`config.mk`:
```
export PLATFORM = sky130hd
export DESIGN_NAME = grey_mac_sched
export DESIGN_NICKNAME = d
export VERILOG_FILES = /design/src/rtl/grey_mac_sched.sv
export SDC_FILE = /design/constraint.sdc
export NUM_CORES = 1
export LEC_CHECK = 0
export CORE_MARGIN = 5
export CORE_UTILIZATION = 50
export DETAILED_ROUTE_END_ITERATION = 12
export DONT_BUFFER_PORTS = 1
export GPL_TIMING_DRIVEN = 1
export PLACE_DENSITY = 0.69
export RECOVER_POWER = 100
export SLEW_MARGIN = 20
export SYNTH_ARGS = -nofsm -noshare
export SYNTH_HDL_FRONTEND = slang
export SYNTH_SLANG_ARGS = --single-unit
```
`constraint.sdc`:
```
create_clock -name clk -period 8.5 [get_ports clk]
set_clock_uncertainty 0.05 [all_clocks]
set_input_delay 1.7 -clock clk [delete_from_list [all_inputs] [get_ports clk]]
set_output_delay 1.7 -clock clk [all_outputs]
set_load 0.01 [all_outputs]
```
`src/rtl/grey_mac_sched.sv`:
```
// rtl/grey_mac_sched.sv - time-multiplexed RGB-to-luma engine, one shared multiplier over three cycles
module grey_mac_sched #(
    parameter int PIX_W  = 8,
    parameter int COEF_W = 8,
    parameter int ACC_W  = 18,
    parameter int DEF_CR = 77,
    parameter int DEF_CG = 150,
    parameter int DEF_CB = 29
) (
    input  logic              clk,
    input  logic              rst_n,
    input  logic              in_valid,
    output logic              in_ready,
    input  logic [PIX_W-1:0]  in_R,
    input  logic [PIX_W-1:0]  in_G,
    input  logic [PIX_W-1:0]  in_B,
    output logic              out_valid,
    input  logic              out_ready,
    output logic [PIX_W-1:0]  grey,
    output logic              sat,
    input  logic              cfg_we,
    input  logic [1:0]        cfg_sel,
    input  logic [COEF_W-1:0] cfg_data,
    output logic              busy
);

    localparam int PROD_W = PIX_W + COEF_W;

    typedef enum logic [2:0] {
        IDLE  = 3'd0,
        MUL_R = 3'd1,
        MUL_G = 3'd2,
        MUL_B = 3'd3,
        OUT   = 3'd4
    } state_t;

    state_t state, state_nxt;

    logic              accept;
    logic [PIX_W-1:0]  r_q, g_q, b_q;
    logic [COEF_W-1:0] sh_r, sh_g, sh_b;
    logic [COEF_W-1:0] act_r, act_g, act_b;
    logic [PIX_W-1:0]  mul_a;
    logic [COEF_W-1:0] mul_b;
    logic [PROD_W-1:0] prod;
    logic [ACC_W-1:0]  acc, acc_base, sum;
    logic              ovf;

    // Operand selection for the single multiplier follows the state sequence.
    always_comb begin
        in_ready  = (state == IDLE) || ((state == OUT) && out_ready);
        accept    = in_valid && in_ready;
        state_nxt = state;
        mul_a     = r_q;
        mul_b     = act_r;
        case (state)
            IDLE:  if (accept) state_nxt = MUL_R;
            MUL_R: state_nxt = MUL_G;
            MUL_G: begin
                mul_a     = g_q;
                mul_b     = act_g;
                state_nxt = MUL_B;
            end
            MUL_B: begin
                mul_a     = b_q;
                mul_b     = act_b;
                state_nxt = OUT;
            end
            OUT: begin
                if (out_ready) state_nxt = accept ? MUL_R : IDLE;
            end
            default: state_nxt = IDLE;
        endcase
    end

    assign prod     = PROD_W'(mul_a) * PROD_W'(mul_b);
    assign acc_base = (state == MUL_R) ? '0 : acc;
    assign sum      = acc_base + ACC_W'(prod);
    assign ovf      = |sum[ACC_W-1:PIX_W+8];
    assign busy     = (state != IDLE);

    always_ff @(posedge clk or negedge rst_n) begin
        if (!rst_n) state <= IDLE;
        else        state <= state_nxt;
    end

    // Shadow coefficients take writes at any time; the active set is only
    // refreshed on accept so a pixel in flight never sees a mixed set.
    always_ff @(posedge clk or negedge rst_n) begin
        if (!rst_n) begin
            sh_r <= COEF_W'(DEF_CR);
            sh_g <= COEF_W'(DEF_CG);
            sh_b <= COEF_W'(DEF_CB);
        end else if (cfg_we) begin
            case (cfg_sel)
                2'd0:    sh_r <= cfg_data;
                2'd1:    sh_g <= cfg_data;
                2'd2:    sh_b <= cfg_data;
                default: ;
            endcase
        end
    end

    always_ff @(posedge clk or negedge rst_n) begin
        if (!rst_n) begin
            r_q   <= '0;
            g_q   <= '0;
            b_q   <= '0;
            act_r <= COEF_W'(DEF_CR);
            act_g <= COEF_W'(DEF_CG);
            act_b <= COEF_W'(DEF_CB);
        end else if (accept) begin
            r_q   <= in_R;
            g_q   <= in_G;
            b_q   <= in_B;
            act_r <= sh_r;
            act_g <= sh_g;
            act_b <= sh_b;
        end
    end

    always_ff @(posedge clk or negedge rst_n) begin
        if (!rst_n) begin
            acc       <= '0;
            grey      <= '0;
            sat       <= 1'b0;
            out_valid <= 1'b0;
        end else begin
            case (state)
                MUL_R, MUL_G: acc <= sum;
                MUL_B: begin
                    grey      <= ovf ? '1 : sum[PIX_W+7:8];
                    sat       <= ovf;
                    out_valid <= 1'b1;
                end
                OUT: if (out_ready) out_valid <= 1'b0;
                default: ;
            endcase
        end
    end

endmodule

```
After elaboration in Yosys (flattened, before gate mapping):

Index checks and enable logic that the tools add are counted.

* input bits: 39
* flip-flop bits (word level): 103
* logic and storage cells: 48
* output and inout bits: 12

* reductions and logical operators: 14
* multiply operators: 1
* $add $sub $neg: 1
* eq/ne operators: 8
* multiplexer cells: 10

Operators by type and width (count)
* $pmux 8 s2: 2
* $add 18x16->18: 1
* $mux 18: 1
* $mul 8x8->16: 1
* $pmux 3 s5: 1
* $reduce_and 2->1: 5
* $mux 8: 1
* $eq 3x2->1 const B: 2
* $mux 3: 2
* $ne 2x2->1 const B: 2
* $reduce_or 2->1: 2
* $eq 3x1->1 const B: 1
* $eq 3x3->1 const B: 1
* $logic_not 3->1: 1
* $reduce_bool 3->1: 1
* $eq 2x1->1 const B: 1
* $eq 2x2->1 const B: 1
* $logic_and 1x1->1: 2
* $logic_not 2->1: 1
* $mux 1: 2
* $pmux 1 s2: 1
* $reduce_bool 2->1: 1
* $logic_or 1x1->1: 1

Longest topological paths before layout:

Gate-level depths: netlist (run 1).

* depth after elaboration: 7
* depth in mapped cells: 23
* gate-level depth less buffers: 20

Worst setup path before layout (run 1):

No wires, ideal clock.

* kind: reg-to-reg
* start: register state[0]
* end: register grey[0]
* cell stages (with the launch flop): 20
* clock period less this slack: 6.022 ns
* arrival: 5.825 ns
* buffers on the path: 2
* data required time: 8.303 ns
* library setup time: 0.147 ns
* slack: 2.478 ns
* path through: dfrtp_1 > buf_4 > clkbuf_1 > mux2i_1 > nor2_1 > a21oi_1 > nor2_1 > fa_1 > fa_1 > fa_1 > inv_1 > fa_1 > inv_1 > ha_1 > a21o_1 > a211oi_1 > nor2_1 > or4_4 > a2111oi_4 > a31oi_1

* longest elaborated chain between the ends: 6
* elaborated cells between the ends (all ways): 10
* those cells by class: add/sub (1); mul (1); eq/ne (3); mux (4); reduce/logical (1)

RTL lines
* start, declared: line 37 `state_t state, state_nxt;`
* start signal, assigned: line 84 `else state <= state_nxt;`
* $eq 3x2->1, on equally long branches: line 56, 129
* $pmux 8 s2: line 56 `case (state)`
* $mul 8x8->16: line 76 `assign prod = PROD_W'(mul_a) * PROD_W'(mul_b);`
* $add 18x16->18: line 78 `assign sum = acc_base + ACC_W'(prod);`
* $reduce_or 2->1: line 79 `assign ovf = |sum[ACC_W-1:PIX_W+8];`
* $mux 8: line 132 `grey <= ovf ? '1 : sum[PIX_W+7:8];`
* end signal, assigned: line 132
* end, declared: line 19 `output logic [PIX_W-1:0] grey,`

Several ways; a longest one is shown, not always the timed one.
A chain may end at the register's enable or synchronous reset.

Worst setup path after layout (run 1):

* start: register state[1]
* end: register grey[3]

Same word-level chain as after synthesis.

==> results of run 1 <==
==> routing by layer <==
| layer | global-route usage (%) | routed length (µm) | vias up |
|---|---|---|---|
| met5 | 0 | 0 | - |
| met4 | 6.115 | 307 | 0 |
| met3 | 3.404 | 562 | 27 |
| met2 | 29.85 | 7154 | 77 |
| met1 | 25.36 | 6393 | 2368 |
| li1 | - | - | 2214 |
==> layout make-up <==
cell class / instances / area [µm²]
clock buffer: 10 / 239.0
clock inverter: 6 / 61.31
fill: 1192 / 6334
inverter: 91 / 341.6
multi-input combinational: 466 / 4004
sequential: 103 / 2608
tap: 180 / 225.2
timing repair buffer: 3 / 15.01
==> worst max-delay path, delay by kind of cell, from the launching register on <==
kind	cells	cell delay [ps]
AOI/OAI and AO/OA	5	2470
adders and majority gates	5	2390
and+or+nand+nor	5	1090
buffers and inverters	4	720
DFF	1	470
==> sequential cells by signal (all words and copies together) (netlist names) <==
signal,cells
grey,8
act_r,8
sh_b,8
act_b,8
g_q,8
r_q,8
out_valid,1
sh_g,8
acc,18
state,3
b_q,8
act_g,8
sat,1
sh_r,8
==> synth_stat cells (all sizes together), types with 2 or more instances <==
library cell and instances:
inv 91, dfrtp 79, mux2 72, nor2 68, nand2 67, fa 50
ha 40, dfstp 24, a21oi 21, o21ai 21, clkbuf 18, mux2i 17
and2 12, a21o 10, a31oi 9, or2 8, xor2 8, nand2b 7
nor2b 6, nor3 6, o21a 6, buf 4, o211ai 4, xnor2 4
a211oi 3, nand3 3, nand3b 3, o31ai 3, nand4 2, nor3b 2
or4 2
==> per-stage QoR <==
stage	worst slack (ps)	util (%)	instances	hold WS (ps)
2_1_floorplan	2478	-	682	387.4
3_3_place_gp	1536	52.09	843	403.9
3_5_place_dp	1342	52.09	843	408.9
4_1_cts	1340	54.27	859	426.4
5_1_grt	533.3	54.19	859	462.2
6_report	1113	54.19	859	425.3
==> final timing paths <==
check                               from  endpoint  slack, ps  depth (start not counted)
worst max-delay path            state[1]   grey[3]       1110                         19
worst min-delay path              acc[0]    acc[0]        430                          2
worst max register to register  state[1]   grey[3]       1110                         19
worst min register to register    acc[0]    acc[0]        430                          2
max in group asynchronous          rst_n  act_g[1]       7190                          0
min in group asynchronous          rst_n  act_b[6]        980                          0
==> kinds of logic (layout without fill, tap and decap cells) <==
group | after synthesis | in the layout
flip-flops | 103 | 103
buffers and inverters | 113 | 110
multiplexers | 89 | 89
adder cells (fa/ha/maj) | 90 | 90
XOR/XNOR | 12 | 12
AND/OR/NAND/NOR | 191 | 191
AO/OA/AOI/OAI | 84 | 84
==> cell usage in the layout (no fill, tap or decap), types with 9 or more instances in the layout <==
cell type	synthesis	layout
sky130_fd_sc_hd__inv_1	91	91
sky130_fd_sc_hd__dfrtp_1	79	79
sky130_fd_sc_hd__mux2_2	72	71
sky130_fd_sc_hd__nor2_1	68	68
sky130_fd_sc_hd__nand2_1	66	66
sky130_fd_sc_hd__fa_1	50	50
sky130_fd_sc_hd__ha_1	40	40
sky130_fd_sc_hd__dfstp_2	24	24
sky130_fd_sc_hd__a21oi_1	21	21
sky130_fd_sc_hd__o21ai_0	20	20
sky130_fd_sc_hd__mux2i_1	17	17
sky130_fd_sc_hd__and2_1	12	12
sky130_fd_sc_hd__a21o_1	10	10
sky130_fd_sc_hd__a31oi_1	9	9
sky130_fd_sc_hd__clkbuf_16	0	9
==> Implementation_results.wiki, run 1 <==
{| class="wikitable"
! Metric !! Value
|-
| Number of flip-flops and latches in the synthesized netlist || 103
|-
| Buffers inserted during post-CTS setup optimization || 0
|-
| Worst path slowest cell || sky130_fd_sc_hd__o41ai_1
|-
| Critical path cell sequence || nand2b_1, clkbuf_1, nor2_1, a21oi_1, or2_2, fa_1, fa_1, inv_1, fa_1, inv_1, fa_1, inv_1, ha_1, nand2_1, nor3b_1, o41ai_1, a21oi_1, a2111oi_4, a31oi_1
|-
| Cell area after placement || 0.007203 mm²
|-
| Area fraction in and, or, nand and nor cells after synthesis || 12.41%
|-
| Final design instance area without fill || 0.007493 mm²
|-
| Fraction of the mapped netlist area in compound gates || 7.687%
|-
| Core box area || 0.01383 mm²
|-
| Main combinational cell family by area after synthesis || adder cells
|-
| Net count after synthesis || 811
|-
| Synth top area cells || sky130_fd_sc_hd__dfrtp_1 28%, sky130_fd_sc_hd__fa_1 14%, sky130_fd_sc_hd__mux2_2 12%
|-
| Netlist cell types || 49
|-
| Critical path class || register to register
|-
| Total CTS buffers || 9
|-
| H-tree depth reported by CTS || 3
|-
| 1st-pass router iterations || 5
|-
| Dominant cell type by count on the critical path || sky130_fd_sc_hd__fa_1
|-
| FFs w/ async S/R, synth || 100.0%
|-
| Count of flip-flops with a built-in enable after synthesis || 0
|-
| Starting utilization of the core area || 50.97%
|-
| Number of vias per cell || 5.455
|-
| Worst slew pin tran || 2003 ps
|-
| Max Cap Violations || 1
|-
| Via count of the first global-routing pass || 4908
|-
| Number of diodes || 0
|-
| Clock Path Buffers || 2
|-
| Critical path arrival || 7520 ps
|-
| Clock slew at reported path FFs || 80 ps
|-
| Max Freq || 135.4 MHz
|-
| Slowest cell delay on critical path || 770 ps
|-
| Syn. warnings || 0
|-
| Count of pins over their slew limit || 49
|-
| Proportion of synthesized area in mux cells || 13.92%
|-
| Via Count || 4686
|-
| Number of setup violations in the final report || 0
|-
| Worst hold path class || register to register
|-
| CTS Root Buffer Type || sky130_fd_sc_hd__clkbuf_16
|-
| Failing checks || capacitance limit, slew limit
|-
| Share of post-route cells with drive strength above 1 || 18.26%
|-
| Part of the Yosys area used for sequential elements || 37.00%
|-
| Horizontal die dimension || 128.7 µm
|-
| Crit path required time || 8630 ps
|-
| Ratio of final minimum period to clock period || 86.91%
|-
| Wire length of the first global-routing pass || 24.42 mm
|-
| Synthesized instance count || 682
|-
| Area share of the largest cell type after synthesis || 28.05%
|-
| Count of endpoints failing hold in the final timing report || 0
|-
| Status || finished with violations
|-
| Summed instance area of the synthesized netlist || 0.007048 mm²
|-
| Post-synthesis to final-layout area growth || 6.320%
|-
| Final net count || 803
|-
| Clock net sink count || 103
|-
| Worst setup EP type || register
|-
| Final Wtd Congestion || 0.8671
|-
| Number of remaining DRC errors || 0
|-
| Average footprint of a synthesized cell || 10.33 µm²
|-
| Number of routed nets with antenna violations || 0
|-
| Number of placement rows || 43
|-
| Iter 0 DRT Violations || 298
|-
| Number of antenna violations at the first check in global routing || 0
|-
| CTS tree || yes
|-
| Count of buffers inserted at the top-level ports || 0
|-
| Clock network latency to the later pin of the worst-skew pair || 360 ps
|-
| Highest net fanout along the worst path || 20
|-
| Largest net degree at the start of global routing || 104
|-
| Top Ports || 51
|-
| Library cell occupying the most area in the post-synthesis netlist || sky130_fd_sc_hd__dfrtp_1
|-
| Count of hold buffers inserted by post-cts repair || 0
|-
| Most used DFF post-synth || sky130_fd_sc_hd__dfrtp_1
|-
| Number of gates resized after CTS || 0
|-
| Area share of xor/xnor cells in the synthesized design || 1.491%
|-
| GR Overflow Total || 0
|-
| Final-layout setup total negative slack || 0 ps
|-
| Average wire per cell in the routed design || 16.78 µm
|-
| Die height || 128.7 µm
|-
| Floorplan die area || 0.01657 mm²
|-
| Adder-Cell Fraction of Synth Area || 21.30%
|-
| Kind of start point of the critical path || register
|-
| Final Critical Period || 7387 ps
|-
| HPWL after detailed placement || 11.00 mm
|-
| Unrepaired setup endpoints after global routing || no
|-
| Global Route Usage Sum || 18.49%
|-
| Routed Wire Length || 14.42 mm
|-
| Worst slew margin relative to its limit || -33.89%
|}
Power of run 1 is not shown: default switching activity piles up to over one toggle a cycle in this logic, so the estimate is an artifact.
==> run 2: changes to the inputs <==
- CORE_UTILIZATION: 50 -> 59
- PLACE_DENSITY: 0.69 -> 0.79
- clock period: 8.5 -> 7.85 ns (I/O delays scaled with it)
==> Implementation_results.wiki, run 2 (synthesized netlist as in run 1, its figures left out) <==
{| class="wikitable"
! Metric !! Value
|-
| Status || finished with violations
|-
| Failing checks || capacitance limit, slew limit
|-
| 1st-pass router iterations || 4 (-1)
|-
| Worst slew margin relative to its limit || -31.78% (+2.1 points)
|-
| Routed Wire Length || 14.26 mm (-1.1%)
|-
| Hold slack || 436.5 ps (+11.18 ps)
|-
| Max Cap Violations || 1 (unchanged)
|-
| Most flop-heavy register || acc
|-
| Total stage count of the critical path || 18 (-1)
|-
| Slowest cell delay on critical path || 920 ps (+150 ps)
|-
| End of the worst register-to-register path || grey[3]
|-
| Clock Path Buffers || 2 (unchanged)
|-
| Critical path cell sequence || mux2i_1, o21ai_0, inv_1, or2_2, fa_1, inv_1, fa_1, fa_1, inv_1, fa_1, inv_1, ha_1, nand2_1, nor3b_1, o41ai_1, a21oi_1, a2111oi_4, a31oi_1
|-
| Floorplan die area || 0.01423 mm² (-14%)
|-
| Post-Place Cells || 815 (-3.3%)
|-
| Worst path slowest cell || sky130_fd_sc_hd__dfrtp_1
|-
| Number of gates resized after CTS || 0 (unchanged)
|-
| Largest net degree at the start of global routing || 104 (unchanged)
|-
| Final-layout setup total negative slack || 0 ps (unchanged)
|-
| Reg2Reg Setup Slack || 660 ps (-450 ps)
|-
| Number of antenna violations at the first check in global routing || 0 (unchanged)
|-
| Worst hold path class || register to register
|-
| Count of buffers inserted at the top-level ports || 0 (unchanged)
|-
| Final Wtd Congestion || 0.8795 (+1.4%)
|-
| Via count of the first global-routing pass || 5081 (+3.5%)
|-
| Die height || 119.3 µm (-7.3%)
|-
| Number of diodes || 0 (unchanged)
|-
| Average wire per cell in the routed design || 17.16 µm (+2.2%)
|-
| Global Route Usage Sum || 21.25% (+2.8 points)
|-
| Clock slew at reported path FFs || 70 ps (about the same)
|-
| Kind of start point of the critical path || register
|-
| Wire length of the first global-routing pass || 24.34 mm (-0.34%)
|-
| Worst setup EP type || register
|-
| Buffers inserted during post-CTS setup optimization || 0 (unchanged)
|-
| Clock network latency to the later pin of the worst-skew pair || 350 ps (about the same)
|-
| Number of placement rows || 40 (-7.0%)
|-
| H-tree depth reported by CTS || 3 (unchanged)
|-
| Most common cell after layout, fill and taps aside || sky130_fd_sc_hd__inv_1
|-
| CTS tree || yes
|-
| Final Critical Period || 7186 ps (-201.2 ps)
|-
| HPWL after detailed placement || 10.99 mm (about the same)
|-
| Iter 0 DRT Violations || 252 (-15%)
|-
| Number of setup violations in the final report || 0 (unchanged)
|-
| Worst slew pin tran || 1972 ps (-31.56 ps)
|-
| Starting utilization of the core area || 59.42% (+8.4 points)
|-
| Share of post-route cells with drive strength above 1 || 19.01% (+0.74 points)
|-
| Number of remaining DRC errors || 0 (unchanged)
|-
| Clock net sink count || 103 (unchanged)
|-
| Critical path arrival || 7310 ps (-210 ps)
|-
| Horizontal die dimension || 119.3 µm (-7.3%)
|-
| Final net count || 808 (+0.62%)
|-
| Number of flip-flops under the largest register name || 18 (unchanged)
|-
| Setup WS post-layout || 663.9 ps (-448.8 ps)
|-
| Worst-case setup slack after placement || 698.2 ps (-643.3 ps)
|-
| Post-synthesis to final-layout area growth || 6.426%
|-
| Critical path class || register to register
|-
| Crit path required time || 7980 ps (-650 ps)
|-
| Beginning of the critical path || state[0]
|-
| Worst path top cell family by delay || compound AO/OA/AOI/OAI gates
|-
| Total CTS buffers || 9 (unchanged)
|-
| Commonest non-fill, non-tap cells in the layout || 91 x sky130_fd_sc_hd__inv_1, 79 x sky130_fd_sc_hd__dfrtp_1, 72 x sky130_fd_sc_hd__mux2_2, 68 x sky130_fd_sc_hd__nor2_1, 66 x sky130_fd_sc_hd__nand2_1
|-
| Number of vias per cell || 5.668 (+3.9%)
|-
| Launch instance of the worst register-to-register path || state[0]
|-
| Count of pins over their slew limit || 49 (unchanged)
|-
| Cell depth of the worst flop-to-flop path || 18 (-1)
|-
| CTS Root Buffer Type || sky130_fd_sc_hd__clkbuf_16
|-
| Unrepaired setup endpoints after global routing || no
|-
| Number of buffers and inverters on the critical path || 4 (unchanged)
|-
| Ratio of final minimum period to clock period || 91.54% (+4.6 points)
|-
| Count of hold buffers inserted by post-cts repair || 0 (unchanged)
|-
| Final Non-Filler Cells || 831 (-3.3%)
|-
| Core box area || 0.01186 mm² (-14%)
|-
| GR Overflow Total || 0 (unchanged)
|-
| Last element of the critical path || grey[3]
|-
| Via Count || 4710 (+0.51%)
|-
| Max Freq || 139.2 MHz (+2.8%)
|-
| Top Ports || 51 (unchanged)
|-
| Highest net fanout along the worst path || 19 (-5.0%)
|-
| Count of endpoints failing hold in the final timing report || 0 (unchanged)
|-
| Number of routed nets with antenna violations || 0 (unchanged)
|}
-- run 2: changes by cell type in the layout (fill, tap and decap cells not counted), sizes merged --
cell / delta
buf: +5
clkinv: +2
clkbuf: -1
clkinvlp: -1
-- run 2: worst min-delay path by stage --
stage / end / slack [ps] / start / cells past startpoint
finish: acc[16] / 440 / acc[16] / 2
global route: acc[0] / 460 / acc[0] / 2
CTS: acc[0] / 440 / acc[0] / 2
detailed placement: acc[0] / 420 / acc[0] / 2
global placement: acc[0] / 400 / acc[0] / 2
floorplan: acc[0] / 390 / acc[0] / 2
-- run 2: layout make-up --
cell class | count | area (µm²)
Fill cell | 897 | 4360
Multi-Input combinational cell | 466 | 4004
Sequential cell | 103 | 2608
Inverter | 91 | 341.6
Clock buffer | 9 | 225.2
Tap cell | 147 | 183.9
Clock inverter | 7 | 86.33
Timing Repair Buffer | 8 | 52.55
-- run 2: tightest hold or removal path, stage by stage (launching register included) --
cell and delay (ps):
sky130_fd_sc_hd__dfrtp_1 350, sky130_fd_sc_hd__nand2_1 50, sky130_fd_sc_hd__o21ai_0 60
-- run 2: layer usage --
| metal | track usage (%) | up-vias | share of wire [%] |
|---|---|---|---|
| li1 | - | 2228 | - |
| met1 | 26.69 | 2370 | 42 |
| met2 | 37.12 | 95 | 52 |
| met3 | 4.938 | 17 | 4.5 |
| met4 | 5.369 | 0 | 1.4 |
| met5 | 0 | - | 0 |
-- run 2: per-stage QoR --
stage / utilization [%] / area (µm²)
3_5_place_dp: 60.70 / 7199
2_1_floorplan: - / 7048
6_report: 63.24 / 7501
5_1_grt: 63.24 / 7501
4_1_cts: 63.32 / 7511
3_3_place_gp: 60.70 / 7199
Power of run 2 is left out for the same reason.
